**src/rtl/seg_pkg.sv**
```systemverilog
// Shared types and constants for the time-shared 7-segment converter scheduler.
package seg_pkg;

  typedef enum logic [1:0] {
    IDLE    = 2'd0,
    ISSUE   = 2'd1,
    CAPTURE = 2'd2
  } state_t;

  localparam int unsigned NUM_W = 4;
  localparam int unsigned SEG_W = 7;

  localparam logic [SEG_W-1:0] SEG_OFF = 7'h7F;

  localparam logic DIG0 = 1'b0;
  localparam logic DIG1 = 1'b1;

endpackage

```
**src/rtl/seg_rr_arb2.sv**
```systemverilog
// Two-requester round-robin arbiter. The grant is combinational; the pointer
// moves to the other requester only when the caller reports an accepted grant.
module seg_rr_arb2 (
  input  logic       i_Clk,
  input  logic       i_Rst_L,
  input  logic [1:0] i_req,
  input  logic       i_accept,
  input  logic       i_accept_idx,
  output logic [1:0] o_gnt_c
);

  logic r_ptr;

  // Pointer favours the requester that was not served last.
  always_ff @(posedge i_Clk) begin
    if (!i_Rst_L) begin
      r_ptr <= 1'b0;
    end else if (i_accept) begin
      r_ptr <= ~i_accept_idx;
    end
  end

  // One-hot grant; the pointer breaks ties.
  always_comb begin
    o_gnt_c = 2'b00;
    if (i_req == 2'b11) begin
      o_gnt_c[r_ptr] = 1'b1;
    end else begin
      o_gnt_c = i_req;
    end
  end

endmodule

```
**src/rtl/seg_conv_sched.sv**
```systemverilog
// Time-shares one registered binary-to-7-segment converter between two digits.
// Optional leading-zero blanking of digit 1: define SEG_CONV_SCHED_BLANK_EN.
module seg_conv_sched
  import seg_pkg::*;
#(
  parameter int unsigned REFRESH_CYCLES = 250000
) (
  input  logic       i_Clk,
  input  logic       i_Rst_L,
  input  logic [1:0] i_Req,
  input  logic [3:0] i_Digit0,
  input  logic [3:0] i_Digit1,
  output logic [1:0] o_Ack,
  output logic [3:0] o_Conv_Num,
  input  logic [6:0] i_Conv_Seg,
  output logic [6:0] o_Segment1,
  output logic [6:0] o_Segment2,
  output logic       o_Busy
);

  localparam int unsigned CNT_W = (REFRESH_CYCLES > 1) ? $clog2(REFRESH_CYCLES) : 1;
  localparam logic [CNT_W-1:0] CNT_MAX = CNT_W'(REFRESH_CYCLES - 1);
  localparam logic REFRESH_EN = (REFRESH_CYCLES != 0);

  state_t             r_state;
  state_t             w_next;
  logic [1:0]         w_elig;
  logic [1:0]         w_gnt;
  logic               w_grant;
  logic               w_sel;
  logic               w_is_ref;
  logic               w_blank;
  logic               w_capture;
  logic               w_accept;
  logic               w_wrap;
  logic [NUM_W-1:0]   w_sel_val;

  logic               r_dig;
  logic               r_is_ref;
  logic               r_blank;
  logic               r_busy;
  logic [1:0]         r_ack;
  logic [1:0]         r_pend;
  logic [CNT_W-1:0]   r_cnt;
  logic [NUM_W-1:0]   r_conv_num;
  logic [SEG_W-1:0]   r_seg1;
  logic [SEG_W-1:0]   r_seg2;

  // A requester still high during its own ack cycle is not eligible again.
  assign w_elig    = i_Req & ~r_ack;
  assign w_capture = (r_state == CAPTURE);
  assign w_accept  = w_capture && !r_is_ref;
  assign w_sel_val = w_sel ? i_Digit1 : i_Digit0;
  assign w_wrap    = REFRESH_EN && (r_cnt == CNT_MAX);

  seg_rr_arb2 u_arb (
    .i_Clk        (i_Clk),
    .i_Rst_L      (i_Rst_L),
    .i_req        (w_elig),
    .i_accept     (w_accept),
    .i_accept_idx (r_dig),
    .o_gnt_c      (w_gnt)
  );

  // State register.
  always_ff @(posedge i_Clk) begin
    if (!i_Rst_L) begin
      r_state <= IDLE;
    end else begin
      r_state <= w_next;
    end
  end

  // Next-state and grant selection: external requests outrank refresh.
  always_comb begin
    w_next   = r_state;
    w_grant  = 1'b0;
    w_sel    = DIG0;
    w_is_ref = 1'b0;
    w_blank  = 1'b0;
    case (r_state)
      IDLE: begin
        if (|w_gnt) begin
          w_grant = 1'b1;
          w_sel   = w_gnt[1];
        end else if (r_pend[0]) begin
          w_grant  = 1'b1;
          w_sel    = DIG0;
          w_is_ref = 1'b1;
        end else if (r_pend[1]) begin
          w_grant  = 1'b1;
          w_sel    = DIG1;
          w_is_ref = 1'b1;
        end
        if (w_grant) begin
`ifdef SEG_CONV_SCHED_BLANK_EN
          w_blank = (w_sel == DIG1) && (i_Digit1 == 4'd0);
`endif
          w_next = w_blank ? CAPTURE : ISSUE;
        end
      end
      ISSUE:   w_next = CAPTURE;
      CAPTURE: w_next = IDLE;
      default: w_next = IDLE;
    endcase
  end

  // Busy mirrors "not IDLE" as a registered output.
  always_ff @(posedge i_Clk) begin
    if (!i_Rst_L) begin
      r_busy <= 1'b0;
    end else begin
      r_busy <= (w_next != IDLE);
    end
  end

  // Record the grant and launch the converter (skipped for a blanked digit).
  always_ff @(posedge i_Clk) begin
    if (!i_Rst_L) begin
      r_dig      <= DIG0;
      r_is_ref   <= 1'b0;
      r_blank    <= 1'b0;
      r_conv_num <= '0;
    end else if (w_grant) begin
      r_dig    <= w_sel;
      r_is_ref <= w_is_ref;
      r_blank  <= w_blank;
      if (!w_blank) begin
        r_conv_num <= w_sel_val;
      end
    end
  end

  // Capture converter result into the active-low pins and pulse the ack.
  always_ff @(posedge i_Clk) begin
    if (!i_Rst_L) begin
      r_seg1 <= SEG_OFF;
      r_seg2 <= SEG_OFF;
      r_ack  <= 2'b00;
    end else begin
      r_ack <= 2'b00;
      if (w_capture) begin
        if (r_dig == DIG1) begin
          r_seg1 <= r_blank ? SEG_OFF : ~i_Conv_Seg;
        end else begin
          r_seg2 <= ~i_Conv_Seg;
        end
        if (!r_is_ref) begin
          r_ack[r_dig] <= 1'b1;
        end
      end
    end
  end

  // Free-running refresh timer; a wrap marks both digits stale.
  always_ff @(posedge i_Clk) begin
    if (!i_Rst_L) begin
      r_cnt  <= '0;
      r_pend <= 2'b00;
    end else begin
      if (!REFRESH_EN || w_wrap) begin
        r_cnt <= '0;
      end else begin
        r_cnt <= r_cnt + CNT_W'(1);
      end
      if (w_capture && r_is_ref) begin
        r_pend[r_dig] <= 1'b0;
      end
      if (w_wrap) begin
        r_pend <= 2'b11;
      end
    end
  end

  assign o_Ack      = r_ack;
  assign o_Conv_Num = r_conv_num;
  assign o_Segment1 = r_seg1;
  assign o_Segment2 = r_seg2;
  assign o_Busy     = r_busy;

endmodule
```
**config.mk**
```make
export PLATFORM = sky130hd
export DESIGN_NAME = seg_conv_sched
export DESIGN_NICKNAME = d
export VERILOG_FILES = /design/src/rtl/seg_pkg.sv /design/src/rtl/seg_rr_arb2.sv /design/src/rtl/seg_conv_sched.sv
export SDC_FILE = /design/constraint.sdc
export NUM_CORES = 1
export LEC_CHECK = 0
export BUFFER_PORTS_ARGS = -buffer_cell sky130_fd_sc_hd__buf_2
export CAP_MARGIN = 20
export CORE_MARGIN = 2
export CORE_UTILIZATION = 55
export DETAILED_ROUTE_END_ITERATION = 10
export PLACE_DENSITY = 0.81
export SLEW_MARGIN = 20
export SYNTH_ARGS = -nofsm -noshare
export SYNTH_HDL_FRONTEND = slang
export SYNTH_SLANG_ARGS = --single-unit
```
**constraint.sdc**
```tcl
create_clock -name i_Clk -period 2.7 [get_ports i_Clk]
set_input_delay 0.135 -clock i_Clk [delete_from_list [all_inputs] [get_ports i_Clk]]
set_output_delay 0.135 -clock i_Clk [all_outputs]
set_load 0.02 [all_outputs]
```
==> impl_results.md, run 1 <==
* Outcome: finished, final reports clean
* Synth area leader: dfxtp_1
* Row count at 21
* Core ar. at 3280 µm²
* Final setup margin at roughly 0.73 ns
* Ys flop type: dfxtp_1
* Clk buf depth at 2
* Final min period at about 2.0 ns
* Worst-path cell chain: ha_1, nand4_2, o41ai_4, buf_4, a21oi_1
* Initial antenna violation count at 0
* Kind of critical path: flop to flop
* Reg2reg start: r_cnt[0]$_SDFF_PP0_
* First-pass GRT wire length at around 6100 µm
* Worst stage delay on the critical path at between 0.6 and 0.7 ns
* Total GRT Usage at about a fifth
* Pwr Density at between 500 and 600 nW/µm²
* Root Driver: clkbuf_4
* Post-synthesis cell area at between 1500 and 2000 µm²
* Syn Nets at around 220
* Vias post-DR at between 1500 and 2000
* Total iterations of the first detailed-routing run at 4
* Max Clk Rate at between 0.5 and 0.6 GHz
* Post-synthesis area per instance at about 9.5 µm²
* Clock transition at the registers of the reported paths at around 0.13 ns
* Die width at slightly above 60 µm
* Max Cap Violations at 0
* Later-pin clock latency in the skew report at around 0.34 ns
* Io pins at 40
* CP delay by family, top: compound AO/OA/AOI/OAI gates
* Skew final at about 0.0047 ns
* Kind of end point of the critical path: flop
* Hpwl dp at 2600 µm
* Remaining antenna violation count after routing at 0
* Worst-margin pin slew at 0.625 ns
* Worst EP required at between 2 and 3 ns
* P&R area growth vs syn at 17.3%
* Critical path's slowest cell: o41ai_4
* RSZ-0062 raised after global routing: false
* Yosys warnings at 0
* Initial core utilization at between 50% and 60%
* Die H at about 62 µm
* Mux cell area share after synthesis at under 10%
* Most frequent cell after synthesis: dfxtp_1
* Worst Path Buf+Inv at 1
* WL final at ~3700 µm
* Vias in the first global route at 1403
* DRC errors left at 0
* Post-Synthesis Cells at approximately 200
* Antenna cells at 0
* Port buffer count at 39
* CP Data Arrival Time at 2.21 ns
* Startpoint types: flop
* Cell variety after synth at 39
* Place WS at 0.759 ns
* XOR/XNOR Fraction of Synth Area at ~5.7%
* Total congestion overflow after global routing at 0
* Leading post-synthesis cells by instance count: dfxtp_1 (46), nand2_1 (20), nor2_1 (16)
* FF-to-FF setup slack at between 0.7 and 0.8 ns
* Sequential element share of the synthesized area at about 50%
* Synth area leaders: dfxtp_1 (50%), o211ai_1 (5.7%), nand2_1 (4.1%), xnor2_1 (3.8%), o21ai_0 (3.3%)
* FFs w/ async S/R, synth at 0%
* H-tree level count at 2
* Pin count of the biggest net entering global routing at 30
* EDFF count, synth at 0
* Layout cells sized above 1 at between 20 and 25%
* Clk sink count at 46
* Slew Limit Fails at 0
* Final Hold Vio Count at 0
* Setup violators final at 0
* Final net count at about 260
* Routed len/inst at about 13 µm
* Min-delay src: i_Conv_Seg[5]
* Fin util at about two thirds
* #FFs+latches synth at 46
* Layout fillers at about 280
* CTS tree: yes
* HP Class: primary input to flop
* Routability cong. at between 0.8 and 0.9
* Max Fanout on Critical Path at 9
* Post_cts resized at 0
* Slew HR at between 50% and 60%
* Via density at between 5 and 6
* Compound-Gate Fraction of Synth Area at 15.5%
* Number of clock buffers inserted by TritonCTS at 5
* Simple-Gate Fraction of Synth Area at between 20% and 30%
* Post-synth top area share at 49.9%
* Setup TNS Final at 0 ns
* P_leak at ~0.94 nW
* Crit. Startpoint: r_cnt[0]$_SDFF_PP0_
* Worst vdd ir at around 0.39 mV
* Post-Synth Adder-Cell Area at 0.678%
* Largest family of logic cells by synthesized area: simple AND/OR/NAND/NOR gates
* Initial drt markers at 72
* Die area at 3830 µm²
* Period utilization at around 73%
[sequential cells by signal (all words and copies together) (netlist names)]
| signal | count |
|---|---|
| o_Ack | 2 |
| o_Busy | 1 |
| o_Conv_Num | 4 |
| o_Segment1 | 7 |
| o_Segment2 | 7 |
| r_cnt | 18 |
| r_dig | 1 |
| r_is_ref | 1 |
| r_pend | 2 |
| r_state | 2 |
| u_arb.r_ptr | 1 |
[worst paths after layout]
path,end,depth (start not counted)
worst min-delay path,o_Segment2[5]$_SDFFE_PN1P_,2
worst min register to register,o_Segment1[4]$_SDFFE_PN1P_,2
worst max register to register,r_cnt[17]$_SDFF_PP0_,5
worst max-delay path,r_cnt[17]$_SDFF_PP0_,5
[area by class of cell]
type	count	area, µm²	area share, %
clock buffer	6	41.3	1.91
clock inverter	2	37.5	1.73
inverter	4	15.0	0.694
multi-input combinational	139	880	40.6
sequential	46	921	42.5
tap	46	57.6	2.66
timing repair buffer	41	213	9.83
[through the flow]
step	hold slack (ns)	std cells	power [mW]	instance area, µm²
floorplan	0.269	195	0.817	1850
global placement	0.371	275	0.858	2080
detailed placement	0.375	275	0.862	2080
CTS	0.0000848	283	1.26	2150
global route	0.00282	284	1.31	2160
finish	0.00766	284	1.26	2160
[logic make-up after synthesis]
group,after synthesis
flip-flops,46
AND/OR/NAND/NOR,81
adder cells (fa/ha/maj),1
AO/OA/AOI/OAI,41
multiplexers,4
XOR/XNOR,12
buffers and inverters,10
[layout by cell type (no fill, tap or decap), types with 2 or more instances in the layout]
cell type / synthesis / routed
inv_1: 4 / 4
dfxtp_1: 46 / 46
nand4_1: 5 / 5
nor2_1: 16 / 16
o211ai_1: 14 / 14
a21boi_1: 2 / 2
or3_1: 2 / 2
xor2_1: 4 / 4
o21ai_0: 12 / 12
nor2b_1: 3 / 3
buf_2: 0 / 39
xnor2_1: 8 / 8
a21oi_1: 8 / 8
nor4_1: 4 / 4
and3b_1: 2 / 2
clkbuf_4: 0 / 5
nand3_1: 10 / 10
nand2_1: 20 / 20
and2_1: 2 / 2
mux2i_1: 4 / 4
and3_1: 6 / 6
[power by group]
part | switching [mW] | internal [mW]
logic | 0.0770 | 0.0513
clock network | 0.213 | 0.196
registers | 0.0154 | 0.705
total | 0.306 | 0.952
[metal layers]
layer,track usage (%),part of all wire [%]
met5,0,0
met4,7.60,1.4
met2,32.2,46
met1,28.5,48
met3,6.00,5.2
[timing repair]
item                                    in CTS  in global routing
setup buffers                                0                  0
endpoints found under the hold margin        0                  2
hold buffers                                 0                  1
endpoints found under the setup margin       0                  0
Power figures use the tool's default switching activity.
==> run 2: changes to the inputs <==
--- a/config.mk
+++ b/config.mk
@@ -8,9 +8,9 @@
 export BUFFER_PORTS_ARGS = -buffer_cell sky130_fd_sc_hd__buf_2
 export CAP_MARGIN = 20
 export CORE_MARGIN = 2
-export CORE_UTILIZATION = 55
+export CORE_UTILIZATION = 53
 export DETAILED_ROUTE_END_ITERATION = 10
-export PLACE_DENSITY = 0.81
+export PLACE_DENSITY = 0.78
 export SLEW_MARGIN = 20
 export SYNTH_ARGS = -nofsm -noshare
 export SYNTH_HDL_FRONTEND = slang
==> constraint.sdc (replaced) <==
create_clock -name i_Clk -period 2 [get_ports i_Clk]
set_input_delay 0.1 -clock i_Clk [delete_from_list [all_inputs] [get_ports i_Clk]]
set_output_delay 0.1 -clock i_Clk [all_outputs]
set_load 0.02 [all_outputs]
==> impl_results.md, run 2 (synthesis gave the netlist of run 1 again) <==
* Outcome: finished, final reports clean (unchanged)
* Antenna cells at 0 (unchanged)
* Initial antenna violation count at 0 (unchanged)
* Die H at 63.0 µm (was 61.9 µm)
* Min-delay src: i_Digit1[2] (was i_Conv_Seg[5])
* Clk sink count at 46 (unchanged)
* Worst vdd ir at 0.610 mV (was 0.386 mV)
* CP Data Arrival Time at 2.06 ns (was 2.21 ns)
* Die area at 3970 µm² (was 3830 µm²)
* Layout cells sized above 1 at 22.4% (was 22.3%)
* Core ar. at 3340 µm² (was 3280 µm²)
* Remaining antenna violation count after routing at 0 (unchanged)
* Hold worst-path end: o_Conv_Num[2]$_SDFFE_PN0P_ (was o_Segment2[5]$_SDFFE_PN1P_)
* Max Clk Rate at 0.559 GHz (was 0.508 GHz)
* P&R area growth vs syn at 22.4% (was 17.3%)
* Max FFs per register at 18 (unchanged)
* Final Hold Vio Count at 0 (unchanged)
* Hold buffers post-CTS at 7 (was 0)
* Routed len/inst at 12.8 µm (was 12.9 µm)
* Area of the multi-input gates at 880 µm² (unchanged)
* Final std cells w/o fill at 291 (was 284)
* Startpoint types: flop (unchanged)
* Met1 GRT Util at 23.6% (was 28.5%)
* Met2 Usage GRT at 35.8% (was 32.2%)
* P_leak at 0.987 nW (was 0.940 nW)
* GRT busiest layer: met2 (unchanged)
* Final min period at 1.79 ns (was 1.97 ns)
* Fin util at 67.7% (was 65.9%)
* Reg area at 921 µm² (unchanged)
* Post_cts resized at 0 (unchanged)
* Io pins at 40 (unchanged)
* Vias post-DR at 1581 (was 1564)
* Postcts setup bufs at 0 (unchanged)
* Placed cells at 276 (was 275)
* WL final at 3720 µm (was 3650 µm)
* Reg2reg start: r_cnt[0]$_SDFF_PP0_ (unchanged)
* Worst EP required at 2.27 ns (was 2.94 ns)
* Setup violators final at 0 (unchanged)
* Total iterations of the first detailed-routing run at 4 (unchanged)
* Most frequent cells in the layout: dfxtp_1 (46), buf_2 (39), nand2_1 (20) (unchanged)
* R2R Path End: r_cnt[1]$_SDFF_PP0_ (was r_cnt[17]$_SDFF_PP0_)
* Die width at 63.0 µm (was 61.9 µm)
* Initial drt markers at 105 (was 72)
* Clk buf depth at 2 (unchanged)
* Hpwl dp at 2620 µm (was 2600 µm)
* Via density at 5.43 (was 5.51)
* Commonest non-fill, non-tap cell in the layout: dfxtp_1 (unchanged)
* Pin count of the biggest net entering global routing at 30 (unchanged)
* Hold Path Cell Cnt at 3 (was 2)
* Skew final at 0.0132 ns (was 0.00466 ns)
* Reg with most FFs: r_cnt (unchanged)
* CTS tree: yes (unchanged)
* Kind of critical path: flop to flop (unchanged)
* Port buffer count at 39 (unchanged)
* Period utilization at 89.5% (was 73.0%)
* HP Class: primary input to flop (unchanged)
* Later-pin clock latency in the skew report at 0.36 ns (was 0.34 ns)
* Max Fanout on Critical Path at 8 (was 9)
* Kind of end point of the critical path: flop (unchanged)
* Worst-margin pin slew at 0.636 ns (was 0.625 ns)
* Row count at 21 (unchanged)
* Setup TNS Final at 0 ns (unchanged)
* Number of clock buffers inserted by TritonCTS at 5 (unchanged)
* DRC errors left at 0 (unchanged)
* RSZ-0062 raised after global routing: false (unchanged)
* DP Area at 2080 µm² (about the same)
* Total GRT Usage at 20.8% (was 21.1%)
* Routability cong. at 0.896 (was 0.834)
* Pwr Density at 818 nW/µm² (was 581 nW/µm²)
* Routing usage on met3 at 8.11% (was 6.00%)
* R2R depth at 4 (was 5)
* Initial core utilization at 55.3% (was 56.2%)
* H-tree level count at 2 (unchanged)
* Max Cap Violations at 0 (unchanged)
* Final net count at 264 (was 257)
* Total congestion overflow after global routing at 0 (unchanged)
* Layout fillers at 296 (was 279)
* First-pass GRT wire length at 6530 µm (was 6060 µm)
* Clock transition at the registers of the reported paths at 0.14 ns (was 0.13 ns)
* FF-to-FF setup slack at 0.21 ns (was 0.73 ns)
* Slew HR at 57.6% (was 58.3%)
* Vias in the first global route at 1511 (was 1403)
* Slew Limit Fails at 0 (unchanged)
* Final instance area at 2260 µm² (was 2160 µm²)
* Root Driver: clkbuf_4 (unchanged)
run 2: cell count changes in the layout (fill, tap and decap cells not counted), sizes merged:
| cell | previous run | this run |
|---|---|---|
| dlygate4sd3 | 1 | 7 |
| buf | 40 | 41 |
| bufinv | 1 | 2 |
| clkbuf | 6 | 5 |
| clkinv | 0 | 1 |
| clkinvlp | 1 | 0 |
run 2: cell type report:
class	instances	area share (%)
timing repair buffer	48	12.4
clock inverter	3	3.05
clock buffer	5	1.66
sequential	46	40.8
tap	46	2.55
multi-input combinational	139	38.9
inverter	4	0.664
run 2: critical path, cell delays in order, from the launching register on:
cell and delay [ns]:
dfxtp_1 0.41, ha_1 0.24, nand4_2 0.24, or4_4 0.61, and3_1 0.19
run 2: per-stage QoR:
step	power (mW)	hold slack [ns]	worst slack, ns
floorplan	1.10	0.234	0.328
global placement	1.16	0.335	0.271
detailed placement	1.16	0.339	0.227
CTS	1.86	0.0208	0.200
global route	1.92	0.0382	0.0965
finish	1.85	0.0351	0.210
run 2: worst max path at each step:
stage / startpoint / end / slack, ns / cells past startpoint
finish: r_cnt[0]$_SDFF_PP0_ / r_cnt[1]$_SDFF_PP0_ / 0.21 / 4
global route: r_cnt[0]$_SDFF_PP0_ / r_cnt[1]$_SDFF_PP0_ / 0.1 / 4
CTS: r_cnt[0]$_SDFF_PP0_ / r_cnt[1]$_SDFF_PP0_ / 0.20 / 4
detailed placement: r_cnt[0]$_SDFF_PP0_ / r_cnt[1]$_SDFF_PP0_ / 0.23 / 4
global placement: r_cnt[0]$_SDFF_PP0_ / r_cnt[1]$_SDFF_PP0_ / 0.27 / 4
floorplan: r_cnt[0]$_SDFF_PP0_ / r_cnt[16]$_SDFF_PP0_ / 0.33 / 5
run 2: power breakdown:
part / switching, mW / internal (mW)
clock: 0.299 / 0.391
combinational: 0.106 / 0.0776
sequential: 0.0217 / 0.952
run 2: routing by layer:
metal	part of all wire [%]	vias to the layer above
met5	0	-
met2	47	50
met3	7.3	5
li1	-	806
met4	1.4	0
met1	44	720
==> run 3: changes to the inputs <==
--- a/config.mk
+++ b/config.mk
@@ -5,12 +5,12 @@
 export SDC_FILE = /design/constraint.sdc
 export NUM_CORES = 1
 export LEC_CHECK = 0
-export BUFFER_PORTS_ARGS = -buffer_cell sky130_fd_sc_hd__buf_2
 export CAP_MARGIN = 20
 export CORE_MARGIN = 2
-export CORE_UTILIZATION = 53
+export CORE_UTILIZATION = 55
 export DETAILED_ROUTE_END_ITERATION = 10
-export PLACE_DENSITY = 0.78
+export DONT_BUFFER_PORTS = 1
+export PLACE_DENSITY = 0.7
 export SLEW_MARGIN = 20
 export SYNTH_ARGS = -nofsm -noshare
 export SYNTH_HDL_FRONTEND = slang
==> impl_results.md, run 3 (synthesis gave the netlist of run 1 again) <==
* WL final at 3960 µm (was 3720 µm)
* Clk buf depth at 2 (unchanged)
* Postcts setup bufs at 0 (unchanged)
* P_int at 1.16 mW (was 1.42 mW)
* Clock transition at the registers of the reported paths at 0.14 ns (about the same)
* Net load switching power at 0.434 mW (was 0.427 mW)
* Commonest non-fill, non-tap cell in the layout: dfxtp_1 (unchanged)
* Port buffer count at 0 (was 39)
* Startpoint types: primary input (was flop)
* Setup violators final at 0 (unchanged)
* Critical path's slowest cell: dlygate4sd3_1 (was or4_4)
* Die H at 61.9 µm (was 63.0 µm)
* Initial antenna violation count at 0 (unchanged)
* Die width at 61.9 µm (was 63.0 µm)
* RSZ-0062 raised after global routing: false (unchanged)
* Final hold slack at 0.163 ns (was 0.0351 ns)
* Outcome: finished, final reports clean (unchanged)
* Most frequent cells in the layout: dfxtp_1 (46), nand2_1 (20), dlygate4sd3_1 (17) (was dfxtp_1 (46), buf_2 (39), nand2_1 (20))
* Layout cells sized above 1 at 8.29% (was 22.4%)
* Period utilization at 91.1% (was 89.5%)
* HP Class: primary input to flop (unchanged)
* Slew HR at 35.0% (was 57.6%)
* CP Data Arrival Time at 2.09 ns (was 2.06 ns)
* P_leak at 0.873 nW (was 0.987 nW)
* P&R area growth vs syn at 15.5% (was 22.4%)
* Clk pwr share at 28.5% (was 37.4%)
* Initial core utilization at 56.2% (was 55.3%)
* Die area at 3830 µm² (was 3970 µm²)
* Remaining antenna violation count after routing at 0 (unchanged)
* Max Clk Rate at 0.549 GHz (was 0.559 GHz)
* Hpwl dp at 2680 µm (was 2620 µm)
* Io pins at 40 (unchanged)
* Vias post-DR at 1524 (was 1581)
* Final min period at 1.82 ns (was 1.79 ns)
* Worst-margin pin slew at 0.972 ns (was 0.636 ns)
* Max Cap Violations at 0 (unchanged)
* Setup TNS Final at 0 ns (unchanged)
* Final Hold Vio Count at 0 (unchanged)
* Root Driver: clkbuf_4 (unchanged)
* Total iterations of the first detailed-routing run at 4 (unchanged)
* Total GRT Usage at 23.6% (was 20.8%)
* Final net count at 236 (was 264)
* Slew Limit Fails at 0 (unchanged)
* Worst vdd ir at 0.608 mV (was 0.610 mV)
* Worst EP required at 2.27 ns (about the same)
* Max Fanout on Critical Path at 29 (was 8)
* Comb power frac at 8.2% (was 10.0%)
* Core ar. at 3280 µm² (was 3340 µm²)
* Sw frac at 27.2% (was 23.1%)
* Skew final at 0.0143 ns (was 0.0132 ns)
* Later-pin clock latency in the skew report at 0.36 ns (about the same)
* Total congestion overflow after global routing at 0 (unchanged)
* Via density at 5.79 (was 5.43)
* CTS tree: yes (unchanged)
* Row count at 21 (unchanged)
* Routed len/inst at 15.1 µm (was 12.8 µm)
* Pwr Density at 748 nW/µm² (was 818 nW/µm²)
* Vias in the first global route at 1461 (was 1511)
* DRC errors left at 0 (unchanged)
* Pin count of the biggest net entering global routing at 30 (unchanged)
* Number of clock buffers inserted by TritonCTS at 5 (unchanged)
* Worst-path cell chain: dlygate4sd3_1, o211ai_1, dlygate4sd3_1 (was ha_1, nand4_2, or4_4, and3_1)
* Clk sink count at 46 (unchanged)
* Antenna cells at 0 (unchanged)
* First-pass GRT wire length at 6560 µm (was 6530 µm)
* Initial drt markers at 128 (was 105)
* Kind of end point of the critical path: flop (unchanged)
* Fin util at 64.9% (was 67.7%)
* Reg with most FFs: r_cnt (unchanged)
* Most used cell, CP: dlygate4sd3_1
* Kind of critical path: primary input to flop (was flop to flop)
* Max FFs per register at 18 (unchanged)
* Routability cong. at 0.917 (was 0.896)
* H-tree level count at 2 (unchanged)
* Worst stage delay on the critical path at 1.18 ns (was 0.61 ns)
* Register share of total power at 63.3% (was 52.7%)
## run 3: cell count changes in the layout (fill, tap and decap cells not counted), moves of 2 or more
cell,before,now
buf_2,39,0
bufinv_16,2,0
dlygate4sd3_1,7,17
inv_6,0,2
## run 3: worst max-delay path, delay by kind of cell
family	cells	cell delay (ns)
AO/OA/AOI/OAI	1	0.18
buffers and inverters	2	1.81
## run 3: final timing paths
check	from	endpoint	slack, ns	cells after the start
worst max-delay path	i_Rst_L	o_Segment2[5]$_SDFFE_PN1P_	0.18	3
worst min-delay path	i_Req[0]	r_is_ref$_SDFFE_PN0P_	0.16	3
worst max register to register	r_cnt[0]$_SDFF_PP0_	r_cnt[1]$_SDFF_PP0_	0.19	4
worst min register to register	r_cnt[0]$_SDFF_PP0_	r_cnt[0]$_SDFF_PP0_	0.50	1
## run 3: final cells by class
cell class                      count  area (µm²)
Fill cell                         266        1150
Sequential cell                    46         921
Multi-Input combinational cell    139         885
Timing Repair Buffer               20         193
Tap cell                           46        57.6
Clock buffer                        5        37.5
Clock inverter                      3        22.5
Inverter                            4        15.0
## run 3: power groups by stage
stage                     Clock [mW]  Sequential (mW)  Combinational [mW]
final                          0.454             1.01               0.131
after global routing           0.502             1.01               0.147
after CTS                      0.466             1.01               0.127
after detailed placement           0             1.03              0.0908
after global placement             0             1.03              0.0866
after floorplan                    0             1.02              0.0817
## run 3: repair_timing
item,4_1_cts,5_1_grt
gates resized for setup,0,1
setup endpoints to repair,0,1
endpoints found under the hold margin,34,0
hold buffers,17,0
## run 3: layer usage
| layer | global-route usage, % | part of all wire, % |
|---|---|---|
| met5 | 0 | 0 |
| met4 | 11.9 | 2.1 |
| met3 | 6.83 | 5.3 |
| met2 | 38.2 | 49 |
| met1 | 28.8 | 44 |
## run 3: per-stage QoR
stage / power [mW] / setup WS (ns) / cells / instance area [µm²]
finish: 1.59 / 0.178 / 263 / 2130
CTS: 1.60 / 0.188 / 263 / 2130
floorplan: 1.10 / 0.328 / 195 / 1850
global placement: 1.11 / 0.276 / 238 / 1900
detailed placement: 1.12 / 0.207 / 238 / 1900
global route: 1.66 / 0.0885 / 263 / 2130
